`config.mk`:
```
export PLATFORM = sky130hd
export DESIGN_NAME = i2c_target_regfile
export DESIGN_NICKNAME = d
export VERILOG_FILES = /design/src/rtl/i2c_tgt_pkg.sv /design/src/rtl/i2c_tgt_line_cond.sv /design/src/rtl/i2c_target_regfile.sv
export SDC_FILE = /design/constraint.sdc
export NUM_CORES = 1
export LEC_CHECK = 0
export BUFFER_PORTS_ARGS = -buffer_cell sky130_fd_sc_hd__buf_2
export CAP_MARGIN = 20
export CORE_UTILIZATION = 60
export DETAILED_ROUTE_END_ITERATION = 6
export PLACE_DENSITY = 0.89
export SLEW_MARGIN = 20
export SYNTH_ARGS = -nofsm -noshare
export SYNTH_HDL_FRONTEND = slang
export SYNTH_SLANG_ARGS = --single-unit
export TNS_END_PERCENT = 1
```
`constraint.sdc`:
```
create_clock -name PCLK -period 2.95 [get_ports PCLK]
set_clock_uncertainty 0.15 [all_clocks]
set_input_delay 0.1475 -clock PCLK [delete_from_list [all_inputs] [get_ports PCLK]]
set_output_delay 0.1475 -clock PCLK [all_outputs]
set_load 0.02 [all_outputs]
```
`src/rtl/i2c_tgt_pkg.sv`:
```
// Shared types and constants for the I2C target register file.
// Optional build macro: I2C_TGT_GLITCH_FILTER_EN (see line conditioner).
package i2c_tgt_pkg;

  typedef enum logic [3:0] {
    IDLE,
    ADDR,
    ADDR_ACK,
    PTR,
    PTR_ACK,
    WDATA,
    WDATA_ACK,
    RDATA,
    RDATA_ACK
  } state_e;

  localparam logic ACK     = 1'b0;
  localparam logic NACK    = 1'b1;
  localparam logic SDA_REL = 1'b1;

  function automatic logic maj3(input logic [2:0] v);
    return (v[0] & v[1]) | (v[0] & v[2]) | (v[1] & v[2]);
  endfunction

endpackage

```
`src/rtl/i2c_tgt_line_cond.sv`:
```
// SCL/SDA synchroniser, optional majority filter and bus-event detect.
// Define I2C_TGT_GLITCH_FILTER_EN to add the 3-sample filter (+2 PCLK).
module i2c_tgt_line_cond
  import i2c_tgt_pkg::*;
(
  input  logic clk,
  input  logic rst_n,
  input  logic scl_i,
  input  logic sda_i,
  output logic scl_rise,
  output logic scl_fall,
  output logic start_det,
  output logic stop_det,
  output logic sda_s
);

  logic [1:0] scl_sync_q, scl_sync_d;
  logic [1:0] sda_sync_q, sda_sync_d;
  logic       scl_prev_q, scl_prev_d;
  logic       sda_prev_q, sda_prev_d;
  logic       scl_c, sda_c;

  // Two-stage synchroniser shift for the asynchronous pads
  always_comb begin
    scl_sync_d = {scl_sync_q[0], scl_i};
    sda_sync_d = {sda_sync_q[0], sda_i};
  end

  // Synchroniser flops; idle bus level is high
  always_ff @(posedge clk or negedge rst_n) begin
    if (!rst_n) begin
      scl_sync_q <= 2'b11;
      sda_sync_q <= 2'b11;
    end else begin
      scl_sync_q <= scl_sync_d;
      sda_sync_q <= sda_sync_d;
    end
  end

`ifdef I2C_TGT_GLITCH_FILTER_EN
  logic [2:0] scl_h_q, scl_h_d;
  logic [2:0] sda_h_q, sda_h_d;

  // Sample history feeding the majority vote
  always_comb begin
    scl_h_d = {scl_h_q[1:0], scl_sync_q[1]};
    sda_h_d = {sda_h_q[1:0], sda_sync_q[1]};
  end

  // History flops; a lone 1-PCLK pulse never wins the vote
  always_ff @(posedge clk or negedge rst_n) begin
    if (!rst_n) begin
      scl_h_q <= 3'b111;
      sda_h_q <= 3'b111;
    end else begin
      scl_h_q <= scl_h_d;
      sda_h_q <= sda_h_d;
    end
  end

  assign scl_c = maj3(scl_h_q);
  assign sda_c = maj3(sda_h_q);
`else
  assign scl_c = scl_sync_q[1];
  assign sda_c = sda_sync_q[1];
`endif

  // Previous-value capture for edge detection
  always_comb begin
    scl_prev_d = scl_c;
    sda_prev_d = sda_c;
  end

  // Previous-value flops
  always_ff @(posedge clk or negedge rst_n) begin
    if (!rst_n) begin
      scl_prev_q <= 1'b1;
      sda_prev_q <= 1'b1;
    end else begin
      scl_prev_q <= scl_prev_d;
      sda_prev_q <= sda_prev_d;
    end
  end

  assign scl_rise  = scl_c & ~scl_prev_q;
  assign scl_fall  = ~scl_c & scl_prev_q;
  assign start_det = scl_c & scl_prev_q
                   & sda_prev_q & ~sda_c;
  assign stop_det  = scl_c & scl_prev_q
                   & ~sda_prev_q & sda_c;
  assign sda_s     = sda_c;

endmodule

```
`src/rtl/i2c_target_regfile.sv`:
```
// I2C target with auto-incrementing pointer into a byte register file.
// Build option I2C_TGT_GLITCH_FILTER_EN enables SCL/SDA glitch filtering.
module i2c_target_regfile
  import i2c_tgt_pkg::*;
#(
  parameter logic [6:0] TGT_ADDR = 7'h50,
  parameter int         NUM_REGS = 8,
  parameter int         PTR_W    = 3
) (
  input  logic             PCLK,
  input  logic             PRESETN,
  input  logic             SCLI,
  input  logic             SDAI,
  output logic             SDAO,
  input  logic [PTR_W-1:0] RD_ADDR,
  output logic [7:0]       RD_DATA,
  output logic             WR_STB,
  output logic [PTR_W-1:0] WR_ADDR,
  output logic [7:0]       WR_DATA,
  output logic             INT,
  input  logic             INT_CLR
);

  logic scl_rise, scl_fall;
  logic start_det, stop_det, sda_s;

  i2c_tgt_line_cond u_line (
    .clk       (PCLK),
    .rst_n     (PRESETN),
    .scl_i     (SCLI),
    .sda_i     (SDAI),
    .scl_rise  (scl_rise),
    .scl_fall  (scl_fall),
    .start_det (start_det),
    .stop_det  (stop_det),
    .sda_s     (sda_s)
  );

  state_e           state_q, state_d;
  logic [2:0]       cnt_q, cnt_d;
  logic [7:0]       sh_q, sh_d;
  logic [PTR_W-1:0] ptr_q, ptr_d;
  logic             rw_q, rw_d;
  logic             ph_q, ph_d;
  logic             sdao_q, sdao_d;
  logic             int_q, int_d;
  logic             seen_q, seen_d;
  logic             stb_q, stb_d;
  logic [PTR_W-1:0] wa_q, wa_d;
  logic [7:0]       wd_q, wd_d;
  logic [7:0]       regs_q [NUM_REGS];
  logic [7:0]       regs_d [NUM_REGS];

  logic [7:0]       sh_in;
  logic [PTR_W-1:0] ptr_inc;
  logic             last_bit;
  logic             ptr_ok;

  assign sh_in    = {sh_q[6:0], sda_s};
  assign last_bit = (cnt_q == 3'd7);
  assign ptr_ok   = ({1'b0, sh_in} < 9'(NUM_REGS));
  assign ptr_inc  = (ptr_q == PTR_W'(NUM_REGS - 1))
                  ? '0 : ptr_q + PTR_W'(1);

  // Protocol FSM: next state, shift/pointer, SDA drive, regfile write
  always_comb begin
    state_d = state_q;
    cnt_d   = cnt_q;
    sh_d    = sh_q;
    ptr_d   = ptr_q;
    rw_d    = rw_q;
    ph_d    = ph_q;
    sdao_d  = sdao_q;
    int_d   = int_q;
    seen_d  = seen_q;
    stb_d   = 1'b0;
    wa_d    = wa_q;
    wd_d    = wd_q;
    regs_d  = regs_q;
    if (INT_CLR) int_d = 1'b0;
    if (start_det || stop_det) begin
      sdao_d  = SDA_REL;
      cnt_d   = '0;
      ph_d    = 1'b0;
      state_d = start_det ? ADDR : IDLE;
      if (stop_det && seen_q) begin
        int_d  = 1'b1;
        seen_d = 1'b0;
      end
    end else begin
      unique case (state_q)
        IDLE: ;
        ADDR: if (scl_rise) begin
          sh_d  = sh_in;
          cnt_d = cnt_q + 3'd1;
          if (last_bit) begin
            rw_d    = sh_in[0];
            state_d = (sh_in[7:1] == TGT_ADDR)
                    ? ADDR_ACK : IDLE;
          end
        end
        ADDR_ACK: if (scl_fall) begin
          if (!ph_q) begin
            sdao_d = ACK;
            ph_d   = 1'b1;
          end else begin
            ph_d   = 1'b0;
            sdao_d = SDA_REL;
            if (rw_q) begin
              state_d = RDATA;
              sh_d    = regs_q[ptr_q];
              sdao_d  = regs_q[ptr_q][7];
            end else begin
              state_d = PTR;
            end
          end
        end
        PTR: if (scl_rise) begin
          sh_d  = sh_in;
          cnt_d = cnt_q + 3'd1;
          if (last_bit) begin
            if (ptr_ok) begin
              ptr_d   = sh_in[PTR_W-1:0];
              state_d = PTR_ACK;
            end else begin
              sdao_d  = NACK;
              state_d = IDLE;
            end
          end
        end
        PTR_ACK: if (scl_fall) begin
          if (!ph_q) begin
            sdao_d = ACK;
            ph_d   = 1'b1;
          end else begin
            sdao_d  = SDA_REL;
            ph_d    = 1'b0;
            state_d = WDATA;
          end
        end
        WDATA: if (scl_rise) begin
          sh_d  = sh_in;
          cnt_d = cnt_q + 3'd1;
          if (last_bit) state_d = WDATA_ACK;
        end
        WDATA_ACK: if (scl_fall) begin
          if (!ph_q) begin
            sdao_d        = ACK;
            ph_d          = 1'b1;
            regs_d[ptr_q] = sh_q;
            stb_d         = 1'b1;
            wa_d          = ptr_q;
            wd_d          = sh_q;
            seen_d        = 1'b1;
            ptr_d         = ptr_inc;
          end else begin
            sdao_d  = SDA_REL;
            ph_d    = 1'b0;
            state_d = WDATA;
          end
        end
        RDATA: begin
          if (scl_fall) sdao_d = sh_q[7];
          if (scl_rise) begin
            sh_d  = {sh_q[6:0], 1'b0};
            cnt_d = cnt_q + 3'd1;
            if (last_bit) state_d = RDATA_ACK;
          end
        end
        RDATA_ACK: begin
          if (scl_fall && !ph_q) begin
            sdao_d = SDA_REL;
            ph_d   = 1'b1;
          end
          if (scl_rise && ph_q) begin
            ph_d = 1'b0;
            if (sda_s == ACK) begin
              ptr_d   = ptr_inc;
              sh_d    = regs_q[ptr_inc];
              state_d = RDATA;
            end else begin
              state_d = IDLE;
            end
          end
        end
        default: state_d = IDLE;
      endcase
    end
  end

  // State, datapath and register file flops
  always_ff @(posedge PCLK or negedge PRESETN) begin
    if (!PRESETN) begin
      state_q <= IDLE;
      cnt_q   <= '0;
      sh_q    <= '0;
      ptr_q   <= '0;
      rw_q    <= 1'b0;
      ph_q    <= 1'b0;
      sdao_q  <= SDA_REL;
      int_q   <= 1'b0;
      seen_q  <= 1'b0;
      stb_q   <= 1'b0;
      wa_q    <= '0;
      wd_q    <= '0;
      for (int i = 0; i < NUM_REGS; i++)
        regs_q[i] <= '0;
    end else begin
      state_q <= state_d;
      cnt_q   <= cnt_d;
      sh_q    <= sh_d;
      ptr_q   <= ptr_d;
      rw_q    <= rw_d;
      ph_q    <= ph_d;
      sdao_q  <= sdao_d;
      int_q   <= int_d;
      seen_q  <= seen_d;
      stb_q   <= stb_d;
      wa_q    <= wa_d;
      wd_q    <= wd_d;
      regs_q  <= regs_d;
    end
  end

  assign SDAO    = sdao_q;
  assign RD_DATA = regs_q[RD_ADDR];
  assign WR_STB  = stb_q;
  assign WR_ADDR = wa_q;
  assign WR_DATA = wd_q;
  assign INT     = int_q;

endmodule

```
Word level (Yosys, flattened, before mapping):

Cells that the tools add are included.
W data, S select, Z words.

* bits in registers: 105
* logic and storage cells: 199

* $add $sub $neg: 2
* magnitude comparators: 5
* equal/unequal tests: 44
* muxes and demuxes: 80
* bitwise logic cells: 16
* reductions and logical operators: 28

Operators with widths (number)
* $mux W8: 14
* $bmux W8 S3: 3
* $bwmux W64: 1
* $mux W4: 14
* $mux W3: 14
* $ne A3 B3 Y1 const B: 14
* $pmux W4 S8: 1
* $pmux W8 S4: 1
* $mux W1: 27
* $demux W8 S3: 1
* $ne A2 B2 Y1 const B: 12
* $reduce_and A9 Y1: 2
* $eq A4 B3 Y1 const B: 4
* $reduce_and A14 Y1: 1
* $ge A4 B4 Y1 const B: 3
* $not A3 Y4: 3
* $reduce_and A4 Y1: 3
* $ne A3 B1 Y1 const B: 3
* $pmux W3 S3: 1
* $eq A4 B2 Y1 const B: 2
* $lt A8 B4 Y1 const B: 1
* $reduce_and A8 Y1: 1
* $reduce_bool A2 Y1: 4
* $and A1 B1 Y1: 7
* other kinds (24): 38

Longest topological paths before layout:

Gate-level depths: netlist (run 1).

* depth after elaboration: 9
* gate-level depth with buffers: 9
* mapped depth without buffers: 7

By module:

Synthesis (run 1) repeated with hierarchy kept, for this count alone.

* cell total of the unflattened synthesis: 562
* area total of the unflattened synthesis: 6268.5 um2

Modules (own cells, without submodules)
* i2c_target_regfile: times used 1, cells each 552, area an instance 6078.3 um2, seq. area each 2478.6 um2
* i2c_tgt_line_cond: times used 1, cells each 10, area an instance 190.2 um2, seq. area each 157.7 um2

Worst setup path before layout (run 1):

No wires, ideal clock.

* path type: reg-to-reg
* start point: register ptr_q[0]
* end point: register sh_q[7]
* setup time: 0.121 ns
* data arrival time: 2.148 ns
* data required time: 2.679 ns
* path slack: 0.531 ns
* cell stages (with the launch flop): 9
* buffers on the path: 1
* clock period less this slack: 2.419 ns
* cell sequence: dfrtp_1 ha_1 ha_1 nor2b_1 buf_6 mux4_2 o22ai_1 a21oi_1 a22o_1

* cells in the longest elaborated chain, start to end: 9
* elaborated cells on any way between the ends: 17
* those cells by class: add/sub: 1; eq/ne: 1; mux: 13; bitwise: 2

Ends and longest elaborated chain
* start: declaration: RTL line i2c_target_regfile.sv:42 `logic [PTR_W-1:0] ptr_q, ptr_d;`
* start signal: assignment: RTL line i2c_target_regfile.sv:212 `ptr_q <= ptr_d;`
* $add A3 B1 Y3 or $eq A3 B3 Y1 (tied branches): RTL line i2c_target_regfile.sv:63, i2c_target_regfile.sv:62
* $mux W3: RTL line i2c_target_regfile.sv:63 `? '0 : ptr_q + PTR_W'(1);`
* $not A3 Y4 (not written as such): RTL line i2c_target_regfile.sv:179 `sh_d = regs_q[ptr_inc];`
* $bmux W8 S3: RTL line i2c_target_regfile.sv:179
* $mux W8 (not written as such) (2 in series): RTL line i2c_target_regfile.sv:179
* $mux W8: RTL line i2c_target_regfile.sv:177 `if (sda_s == ACK) begin`
* $mux W8: RTL line i2c_target_regfile.sv:175 `if (scl_rise && ph_q) begin`
* $pmux W8 S4 (*): RTL line i2c_target_regfile.sv:91 `unique case (state_q)`
* end signal: assignment: RTL line i2c_target_regfile.sv:196 `sh_q <= '0;`
* end signal: assignment: RTL line i2c_target_regfile.sv:211 `sh_q <= sh_d;`
* end: declaration: RTL line i2c_target_regfile.sv:41 `logic [7:0] sh_q, sh_d;`

Mark *: on every way between the ends. The rest lies on a longest branch, timed or not. The select of a mux whose other input is x is not followed.
A chain may end at the register's enable or synchronous reset.

Worst setup path after layout (run 1):

* start point: register u_line.scl_prev_q
* end point: register regs_q[61] in the netlist's numbering

* cells in the longest elaborated chain, start to end: 6
* elaborated cells on any way between the ends: 9
* those cells by class: bitwise: 7; reduce/logical: 2

Ends and longest elaborated chain
* start: declaration: RTL line i2c_tgt_line_cond.sv:19 `logic scl_prev_q, scl_prev_d;`
* start signal: assignment: RTL line i2c_tgt_line_cond.sv:80 `scl_prev_q <= scl_prev_d;`
* $and A1 B1 Y1: RTL line i2c_tgt_line_cond.sv:87, i2c_tgt_line_cond.sv:89
* $and A1 B1 Y1, on equally long branches (2 in series): RTL line i2c_tgt_line_cond.sv:88, i2c_tgt_line_cond.sv:90
* $logic_or A1 B1 Y1: RTL line i2c_target_regfile.sv:81 `if (start_det || stop_det) begin`
* $not A1 Y1 (no source line)
* $reduce_and A4 Y1 (no source line) (*)
* end signal: assignment: RTL line i2c_target_regfile.sv:221 `regs_q <= regs_d;`
* end: declaration: RTL line i2c_target_regfile.sv:51 `logic [7:0] regs_q [NUM_REGS];`

Mark *: on every way between the ends. The rest lies on a longest branch, timed or not.

==> impl_metrics.toml, run 1 <==
[floorplanning]
die_w_um = 104.7
row_count = 37
start_util = 0.6157
ioPinCount = 30
die_h_um = 104.7
die_area_mm2 = 0.01096
design.core.area_mm2 = 0.01028

[sta]
slew_viol_final = 0
fin_ws_ns = 0.2251
rsz0062_at_grt = "no"
worst_pin_slew_ns = 0.9138
tns_ns = 0
slew_headroom = 0.3862
fmax_mhz = 367.0
hold_violations = 0
fin_crit_ns = 2.725
period_share = 0.9237
setup_viol = 0

[drt]
dr.pass1.iters = 5
first_iter_violations = 379
postRouteAntennaNets = 0
wl_per_cell_um = 22.94
vias = 4761
detail_route.vias_per_cell = 6.811
drc = 0
wl_um = 16030

[hold_path]
hp-class = "primary input to async pin"

[clocking]
clk_latency_ns = 0.39
cts_setup_buffers = 0
clk_pin_slew_ns = 0.11
cts_tree = "built"
numCtsBuffers = 9
clockBufferDepth = 2
cts.sinks = 105
clk_root_buffer_cell = "clkbuf_8"
htreeDepth = 3

[setup_path]
critPathArrivalTime_ns = 2.86
crit_type = "flop to flop"
cp-end-kind = "flop"
path_max_fanout = 11
critical_path_required_ns = 3.08
cp-start-kind = "flop"

[placed_design]
port_buffers = 29
place_ws_ns = 0.2994
dp_hpwl_um = 10580
dpl_cell_area_mm2 = 0.006640
place.gp.congestion = 0.9132

[synth]
ys_seq_area_frac = 0.4167
ys.flop_type = "dfrtp_1"
synth_fp_nets = 545
synth-seq-cells = 105
avgSynthCellArea_um2 = 11.87
ys_warn_count = 0
syn_inst = 533
ys_types = 67
async_flop_share = 1.000
synth-edff-count = 0
syn-cell-area_mm2 = 0.006327

[finish]
multi_input_area_mm2 = 0.003446
area_growth_pct = 8.780
fillers = 716
diodes = 0
nNetsFinal = 570
drive_gt1_frac = 0.3783
final_area_mm2 = 0.006883
ff_latch_area_mm2 = 0.002638

[grt]
grtUsageTotal = 0.3086
grt_max_degree = 58
antenna_found_initial = 0
grt_pass1_wl_um = 25830
grt_pass1_vias = 4728
overflow = 0

[run]
maxCapViolCount = 0

[pwr]
leakage_nw = 3.191
power_mw = 5.852
peakVddDrop_mv = 0.4932
power.density_mw_per_mm2 = 850.2

[status]
status = "complete, no violations"
power by group:
| part | internal [mW] | switching [mW] |
|---|---|---|
| logic | 1.22 | 1.43 |
| registers | 1.74 | 0.527 |
| clock network | 0.417 | 0.522 |
state kept, by name (all words and copies together), names as in the netlist:
signal	flops
INT	1
SDAO	1
WR_ADDR	3
WR_DATA	8
WR_STB	1
cnt_q	3
ph_q	1
ptr_q	3
regs_q	64
rw_q	1
seen_q	1
sh_q	8
state_q	4
u_line.scl_prev_q	1
u_line.scl_sync_q	2
u_line.sda_prev_q	1
u_line.sda_sync_q	2
final cells by class:
| cell class | instances | share of cell area |
|---|---|---|
| flip-flops and latches | 105 | 0.3832 |
| well taps | 136 | 0.02472 |
| clock buffers | 10 | 0.02000 |
| clock inverters | 6 | 0.009453 |
| multi-input cells | 378 | 0.5006 |
| inverters | 5 | 0.002727 |
| repair buffers | 59 | 0.05926 |
critical path, stage by stage, from the launching register on:
cell and delay (ns):
dfstp_2 0.64, nand2b_1 0.15, nor2_1 0.27, nand3_4 0.23, nor4_4 0.76, mux2_2 0.42
kinds of logic after synthesis:
| family | after synthesis | synth area share |
|---|---|---|
| adder cells (fa/ha/maj) | 5 | 0.009492 |
| XOR/XNOR | 3 | 0.004153 |
| AND/OR/NAND/NOR | 136 | 0.1313 |
| flip-flops | 105 | 0.4167 |
| buffers and inverters | 50 | 0.03915 |
| multiplexers | 151 | 0.3128 |
| AO/OA/AOI/OAI | 83 | 0.08642 |
synth_stat cells, types with 2 or more instances:
| master | instances | share of area |
|---|---|---|
| a21oi_1 | 21 | 0.017 |
| mux4_2 | 29 | 0.10 |
| or4b_2 | 2 | 0.0032 |
| nor2_1 | 20 | 0.012 |
| a31oi_1 | 2 | 0.0020 |
| xnor2_1 | 2 | 0.0028 |
| o22ai_1 | 8 | 0.0079 |
| buf_1 | 3 | 0.0018 |
| nand3b_1 | 4 | 0.0047 |
| buf_4 | 4 | 0.0047 |
| a211o_1 | 4 | 0.0055 |
| or3_1 | 3 | 0.0030 |
| inv_1 | 4 | 0.0024 |
| a22o_1 | 3 | 0.0042 |
| buf_2 | 12 | 0.0095 |
| nor3b_4 | 4 | 0.012 |
| buf_6 | 4 | 0.0071 |
| mux2_1 | 2 | 0.0036 |
| nor3_1 | 5 | 0.0040 |
| nand2_1 | 54 | 0.032 |
| o21ai_0 | 15 | 0.012 |
| clkbuf_1 | 22 | 0.013 |
| nor4_4 | 2 | 0.0067 |
| nand3_2 | 4 | 0.0063 |
| o21ai_1 | 4 | 0.0032 |
| dfstp_2 | 7 | 0.029 |
| ha_1 | 4 | 0.0079 |
| nand2b_1 | 6 | 0.0059 |
| a22oi_1 | 10 | 0.012 |
| mux2i_1 | 38 | 0.060 |
| dfrtp_1 | 98 | 0.39 |
| mux2_2 | 82 | 0.15 |
| nor4bb_1 | 3 | 0.0047 |
| and3_1 | 2 | 0.0020 |
| nor4_1 | 2 | 0.0020 |
| nor2b_1 | 8 | 0.0079 |
| a32oi_1 | 3 | 0.0042 |
| nand3_1 | 4 | 0.0032 |
metal layers:
metal	global-route usage	vias up	routed length [um]	part of all wire
li1	-	2032	-	-
met1	0.4202	2356	6112	0.38
met2	0.4650	308	7626	0.48
met3	0.07548	65	1600	0.10
met4	0.1529	0	693	0.043
met5	0	-	0	0
cells in the final DEF, fill, tap and decap left out, types with 5 or more instances in the layout:
cell type	Yosys	final
mux2i_1	38	38
o21ai_0	15	15
buf_2	12	28
mux2_2	82	82
a21oi_1	21	21
a22oi_1	10	10
nor3_1	5	5
clkbuf_8	0	10
dfstp_2	7	7
dfrtp_1	98	97
nor2_1	20	20
nand2b_1	6	6
buf_4	4	25
mux4_2	29	29
nand2_1	54	54
nor2b_1	8	7
o22ai_1	8	8
per-stage QoR:
step | std cells | hold slack, ns | utilization
2_1_floorplan | 533 | -0.2981 | -
3_3_place_gp | 679 | 0.07237 | 0.6461
3_5_place_dp | 679 | 0.08841 | 0.6461
4_1_cts | 699 | 0.2111 | 0.6697
5_1_grt | 699 | 0.2189 | 0.6697
6_report | 699 | 0.1972 | 0.6697
worst paths after layout:
path	startpoint	cells past startpoint	slack, ns	endpoint
setup reg to reg	u_line.scl_prev_q$_DFF_PN1_	5	0.23	regs_q[61]$_DFFE_PN0P_
setup / recovery	u_line.scl_prev_q$_DFF_PN1_	5	0.23	regs_q[61]$_DFFE_PN0P_
max in group asynchronous	PRESETN	3	1.65	u_line.sda_sync_q[0]$_DFF_PN1_
hold / removal	PRESETN	2	0.20	regs_q[5]$_DFFE_PN0P_
min in group PCLK	u_line.scl_sync_q[0]$_DFF_PN1_	0	0.21	u_line.scl_sync_q[1]$_DFF_PN1_
hold reg to reg	u_line.scl_sync_q[0]$_DFF_PN1_	0	0.21	u_line.scl_sync_q[1]$_DFF_PN1_
what timing repair did:
item | 4_1_cts | 5_1_grt
hold buffers | 4 | 0
endpoints found under the hold margin | 51 | 0
gates resized for setup | 0 | 0
(Power assumes the default switching activity.)
==> inputs of run 2 (changes only) <==
--- a/config.mk
+++ b/config.mk
@@ -5,10 +5,12 @@
 export SDC_FILE = /design/constraint.sdc
 export NUM_CORES = 1
 export LEC_CHECK = 0
+export ABC_AREA = 1
 export BUFFER_PORTS_ARGS = -buffer_cell sky130_fd_sc_hd__buf_2
 export CAP_MARGIN = 20
 export CORE_UTILIZATION = 60
 export DETAILED_ROUTE_END_ITERATION = 6
+export HOLD_SLACK_MARGIN = 0.03
 export PLACE_DENSITY = 0.89
 export SLEW_MARGIN = 20
 export SYNTH_ARGS = -nofsm -noshare
==> impl_metrics.toml, run 2 <==
[status]
status = "complete, no violations"

[finish]
ff_latch_area_mm2 = 0.002638
fin_cells = 1036
fillers = 926
final_cell_mix = "nand2_1, dfrtp_1, o21ai_0"
top_register = "regs_q"
drive_gt1_frac = 0.1201
nNetsFinal = 907
multi_input_area_mm2 = 0.003223
area_growth_pct = 5.714
layout_commonest_cell = "nand2_1"
largest_reg_flops = 64

[pwr]
leakage_nw = 3.199
internal-power_mw = 1.983
p_clk_frac = 0.296
power_mw = 2.959
sw_frac_of_total = 0.3297
power.density_mw_per_mm2 = 434.8
switchingPower_mw = 0.9757
pwr-share-comb = 0.174
peakVddDrop_mv = 0.3829
seqPwrFrac = 0.530

[clocking]
clk_root_buffer_cell = "clkbuf_8"
clockBufferDepth = 2
cts_tree = "built"
htreeDepth = 3
cts_setup_buffers = 0
cts.sinks = 105
clk_latency_ns = 0.40
numCtsBuffers = 9
clk_pin_slew_ns = 0.11

[sta]
fin_ws_ns = 0.6507
rsz0062_at_grt = "no"
slew_headroom = 0.4755
fin_crit_ns = 2.299
period_share = 0.7794
hold_violations = 0
fmax_mhz = 434.9
tns_ns = 0
worst_pin_slew_ns = 0.7868
setup_viol = 0
slew_viol_final = 0

[synth]
yosysTopAreaCellShare = 0.3810
ys_types = 33
syn-cell-area_mm2 = 0.006437
synth-edff-count = 0
synth_fp_nets = 896
synth-seq-cells = 105
ys_warn_count = 0
synthTopCellsByArea = "dfrtp_1, nand2_1, o21ai_0"
synth_top_area_cell = "dfrtp_1"
ys.flop_type = "dfrtp_1"
async_flop_share = 1.000
synth.most_common_cell = "nand2_1"
synth_common_cells = "nand2_1, dfrtp_1, o21ai_0, inv_1, o21ai_1"
avgSynthCellArea_um2 = 7.282
ys_seq_area_frac = 0.4095
syn_inst = 884

[grt]
grtUsageTotal = 0.3414
antenna_found_initial = 0
overflow = 0
grt_max_degree = 62
grt_pass1_vias = 5820
grt_pass1_wl_um = 29490

[floorplanning]
die_area_mm2 = 0.01115
design.core.area_mm2 = 0.01037
die_h_um = 105.6
start_util = 0.6208
die_w_um = 105.6
ioPinCount = 30
row_count = 37

[drt]
postRouteAntennaNets = 0
dr.pass1.iters = 6
route.met3.wl_um = 1941
met2WireLength_um = 8015
detail_route.vias_per_cell = 6.058
wl_met1_um = 7132
first_iter_violations = 754
vias = 6276
wl_um = 17830
top_layer_used = "met4"
wl_per_cell_um = 17.21
drc = 0

[setup_path]
cp-end-kind = "flop"
path_max_fanout = 13
cp-start-kind = "flop"
critical_path_required_ns = 3.14
critPathArrivalTime_ns = 2.49
crit_type = "flop to flop"

[placed_design]
dp_hpwl_um = 12290
post-place-cells = 1016
place_ws_ns = 0.7182
port_buffers = 29
place.gp.congestion = 0.9903

[hold_path]
hp-class = "primary input to async pin"

[run]
maxCapViolCount = 0
[run 2: per-layer routing]
| layer | track usage | vias up |
|---|---|---|
| met3 | 0.08101 | 62 |
| met1 | 0.4597 | 2853 |
| li1 | - | 2962 |
| met4 | 0.1726 | 0 |
| met2 | 0.5169 | 399 |
| met5 | 0 | - |
[run 2: cell type report]
type / instances / area share
flip-flops and latches: 105 / 0.3876
well taps: 136 / 0.02500
clock buffers: 11 / 0.02225
inverters: 87 / 0.04835
clock inverters: 4 / 0.005332
diodes: 1 / 0.0003677
repair buffers: 42 / 0.03751
multi-input cells: 650 / 0.4736
[run 2: through the flow]
stage	utilization	hold WS [ns]	area, um2
6_report	0.6563	0.2130	6805
5_1_grt	0.6560	0.2199	6803
4_1_cts	0.6560	0.2140	6803
3_5_place_dp	0.6340	0.1036	6575
3_3_place_gp	0.6340	0.1023	6575
2_1_floorplan	-	-0.2981	6437
[run 2: repair_timing]
item	CTS	global route
hold buffers	4	0
hold endpoints to repair	54	0
gates resized for setup	0	0
[run 2: worst max-delay path, stage by stage (launching register included)]
cell,delay (ns)
dfrtp_1,0.46
ha_1,0.21
ha_1,0.20
nor2_1,0.38
buf_4,0.27
a21oi_1,0.06
o21ai_0,0.11
nand2_1,0.08
nand2_1,0.06
nand2_1,0.06
nand2_1,0.06
nand3_1,0.07
nand2_1,0.07
[run 2: kinds of logic (layout without fill, tap and decap cells)]
| kind of cell | count (synthesis) | count (layout) | share of synthesized area |
|---|---|---|---|
| compound gates | 250 | 250 | 0.2208 |
| other cells | 0 | 1 | 0 |
| buf+inv | 129 | 144 | 0.08980 |
| simple gates | 396 | 396 | 0.2721 |
| flops | 105 | 105 | 0.4095 |
| fa+ha+maj | 4 | 4 | 0.007775 |
[run 2: worst paths after layout]
check,start,to,slack (ns),depth (start not counted)
max in group asynchronous,PRESETN,WR_DATA[4]$_DFFE_PN0P_,1.69,3
worst min register to register,u_line.scl_sync_q[0]$_DFF_PN1_,u_line.scl_sync_q[1]$_DFF_PN1_,0.21,0
worst max-delay path,ptr_q[1]$_DFFE_PN0P_,sh_q[7]$_DFFE_PN0P_,0.65,12
min in group PCLK,u_line.scl_sync_q[0]$_DFF_PN1_,u_line.scl_sync_q[1]$_DFF_PN1_,0.21,0
worst max register to register,ptr_q[1]$_DFFE_PN0P_,sh_q[7]$_DFFE_PN0P_,0.65,12
worst min-delay path,PRESETN,regs_q[61]$_DFFE_PN0P_,0.21,2
[run 2: power groups by stage]
stage | clock network [mW] | logic [mW] | registers [mW]
2_1_floorplan | 0 | 0.321 | 1.58
3_3_place_gp | 0 | 0.491 | 1.59
3_5_place_dp | 0 | 0.496 | 1.59
4_1_cts | 0.890 | 0.500 | 1.57
5_1_grt | 0.931 | 0.565 | 1.58
6_report | 0.876 | 0.513 | 1.57
==> inputs of run 3 (changes only) <==
==> constraint.sdc (replaced) <==
create_clock -name PCLK -period 2.12 [get_ports PCLK]
set_clock_uncertainty 0.15 [all_clocks]
set_input_delay 0.106 -clock PCLK [delete_from_list [all_inputs] [get_ports PCLK]]
set_output_delay 0.106 -clock PCLK [all_outputs]
set_load 0.02 [all_outputs]
==> impl_metrics.toml, run 3 (same netlist as run 2, synthesis figures left out) <==
[floorplanning]
row_count = 37
die_w_um = 105.6
die_area_mm2 = 0.01115
design.core.area_mm2 = 0.01037
ioPinCount = 30
die_h_um = 105.6
start_util = 0.6208

[finish]
largest_reg_flops = 64
drive_gt1_frac = 0.1464
final_cell_mix = "nand2_1, dfrtp_1, o21ai_0"
nNetsFinal = 929
fin_cells = 1058
top_register = "regs_q"
area_growth_pct = 9.252
layout_commonest_cell = "nand2_1"
final_area_mm2 = 0.007033
diodes = 0

[setup_path]
critPathArrivalTime_ns = 1.78
cp-end-kind = "primary output"
r2r_slack_ns = 0.11
rr_worst_depth = 9
path_max_fanout = 3
r2r_start = "u_line.scl_prev_q$_DFF_PN1_"
critical_path_required_ns = 1.86
cp-start-kind = "flop"
r2r-end = "regs_q[31]$_DFFE_PN0P_"
cp_cell_sequence = "inv_1 -> a21oi_1 -> o21ai_0 -> nand2_1 -> nor2_1 -> a31oi_1 -> buf_2"
crit_type = "flop to primary output"
cpPeakStageDelay_ns = 0.40
slowest_stage = "dfrtp_1"

[grt]
overflow = 0
antenna_found_initial = 0
grt_max_degree = 80
grt_pass1_wl_um = 29670
grt_pass1_vias = 5940
grtUsageTotal = 0.3423

[drt]
detail_route.vias_per_cell = 5.938
postRouteAntennaNets = 0
dr.pass1.iters = 6
drc = 0
first_iter_violations = 669
vias = 6282
wl_per_cell_um = 16.80
wl_um = 17770

[run]
maxCapViolCount = 0

[sta]
setup_viol = 0
fin_crit_ns = 2.040
period_share = 0.9622
worst_pin_slew_ns = 0.4929
slew_viol_final = 0
rsz0062_at_grt = "yes"
slew_headroom = 0.6710
fmax_mhz = 490.2
whs_ns = 0.2006
hold_violations = 0
fin_ws_ns = 0.08017

[clocking]
cts_tree = "built"
cts.sinks = 105
numCtsBuffers = 9
clk_pin_slew_ns = 0.10
clockBufferDepth = 2
clk_latency_ns = 0.40
clk_root_buffer_cell = "clkbuf_8"
htreeDepth = 3

[hold_path]
hold_path_depth = 2
whs_endpoint = "u_line.sda_sync_q[0]$_DFF_PN1_"
hp-class = "primary input to flop"
hold_path_startpoint = "SDAI"

[placed_design]
post-place-cells = 1036
place_ws_ns = 0.1143
dp_hpwl_um = 12530
place.gp.congestion = 0.9457
dpl_cell_area_mm2 = 0.006763
port_buffers = 29

[status]
status = "complete, no violations"

[pwr]
power_mw = 4.197
power.density_mw_per_mm2 = 596.7
leakage_nw = 3.313
peakVddDrop_mv = 0.6396
==> run 3: per-layer routing <==
metal  part of all wire  routed length (um)  track usage
met1               0.41                7342       0.4531
met2               0.46                8241       0.5465
met3              0.095                1692      0.07730
met4              0.028                 497       0.1379
met5                  0                   0            0
==> run 3: report_power, final <==
part           internal [mW]  leakage [nW]  total [mW]  switching (mW)
Combinational          0.224          1.78       0.789           0.564
Clock                  0.481        0.0929        1.23           0.744
Sequential              2.09          1.44        2.18          0.0889
Total                   2.80          3.31        4.20            1.40
==> run 3: critical path, delay by kind of cell (launching register included) <==
family,cells,cell delay (ns)
AO/OA/AOI/OAI,3,0.55
buffers and inverters,2,0.31
flip-flops,1,0.40
AND/OR/NAND/NOR,2,0.13
==> run 3: through the flow <==
stage	utilization	setup TNS [ns]
after floorplan	-	0
after global placement	0.6521	0
after detailed placement	0.6521	0
after CTS	0.6759	0
after global routing	0.6782	-0.03911
final	0.6782	0
==> run 3: worst max-delay path by stage <==
stage,from,end,slack (ns),cells after the start
finish,regs_q[23]$_DFFE_PN0P_,RD_DATA[7],0.08,7
global route,ptr_q[0]$_DFFE_PN0P_,sh_q[6]$_DFFE_PN0P_,-0.03,12
CTS,ptr_q[0]$_DFFE_PN0P_,sh_q[7]$_DFFE_PN0P_,0.1,13
detailed placement,ptr_q[0]$_DFFE_PN0P_,sh_q[7]$_DFFE_PN0P_,0.11,13
global placement,ptr_q[0]$_DFFE_PN0P_,sh_q[7]$_DFFE_PN0P_,0.17,13
floorplan,ptr_q[1]$_DFFE_PN0P_,sh_q[3]$_DFFE_PN0P_,0.10,10
==> run 3: repair_timing <==
action,4_1_cts,5_1_grt
endpoints found under the hold margin,104,0
setup buffers,0,0
gates resized for setup,0,9
hold buffers,6,0
endpoints found under the setup margin,0,15
==> run 3: final cells by class <==
cell class,instances,area (um2)
clock buffers,11,141.4
clock inverters,5,45.04
fillers,859,3337
inverters,87,329.1
multi-input cells,650,3243
flip-flops and latches,105,2638
well taps,136,170.2
repair buffers,64,466.7
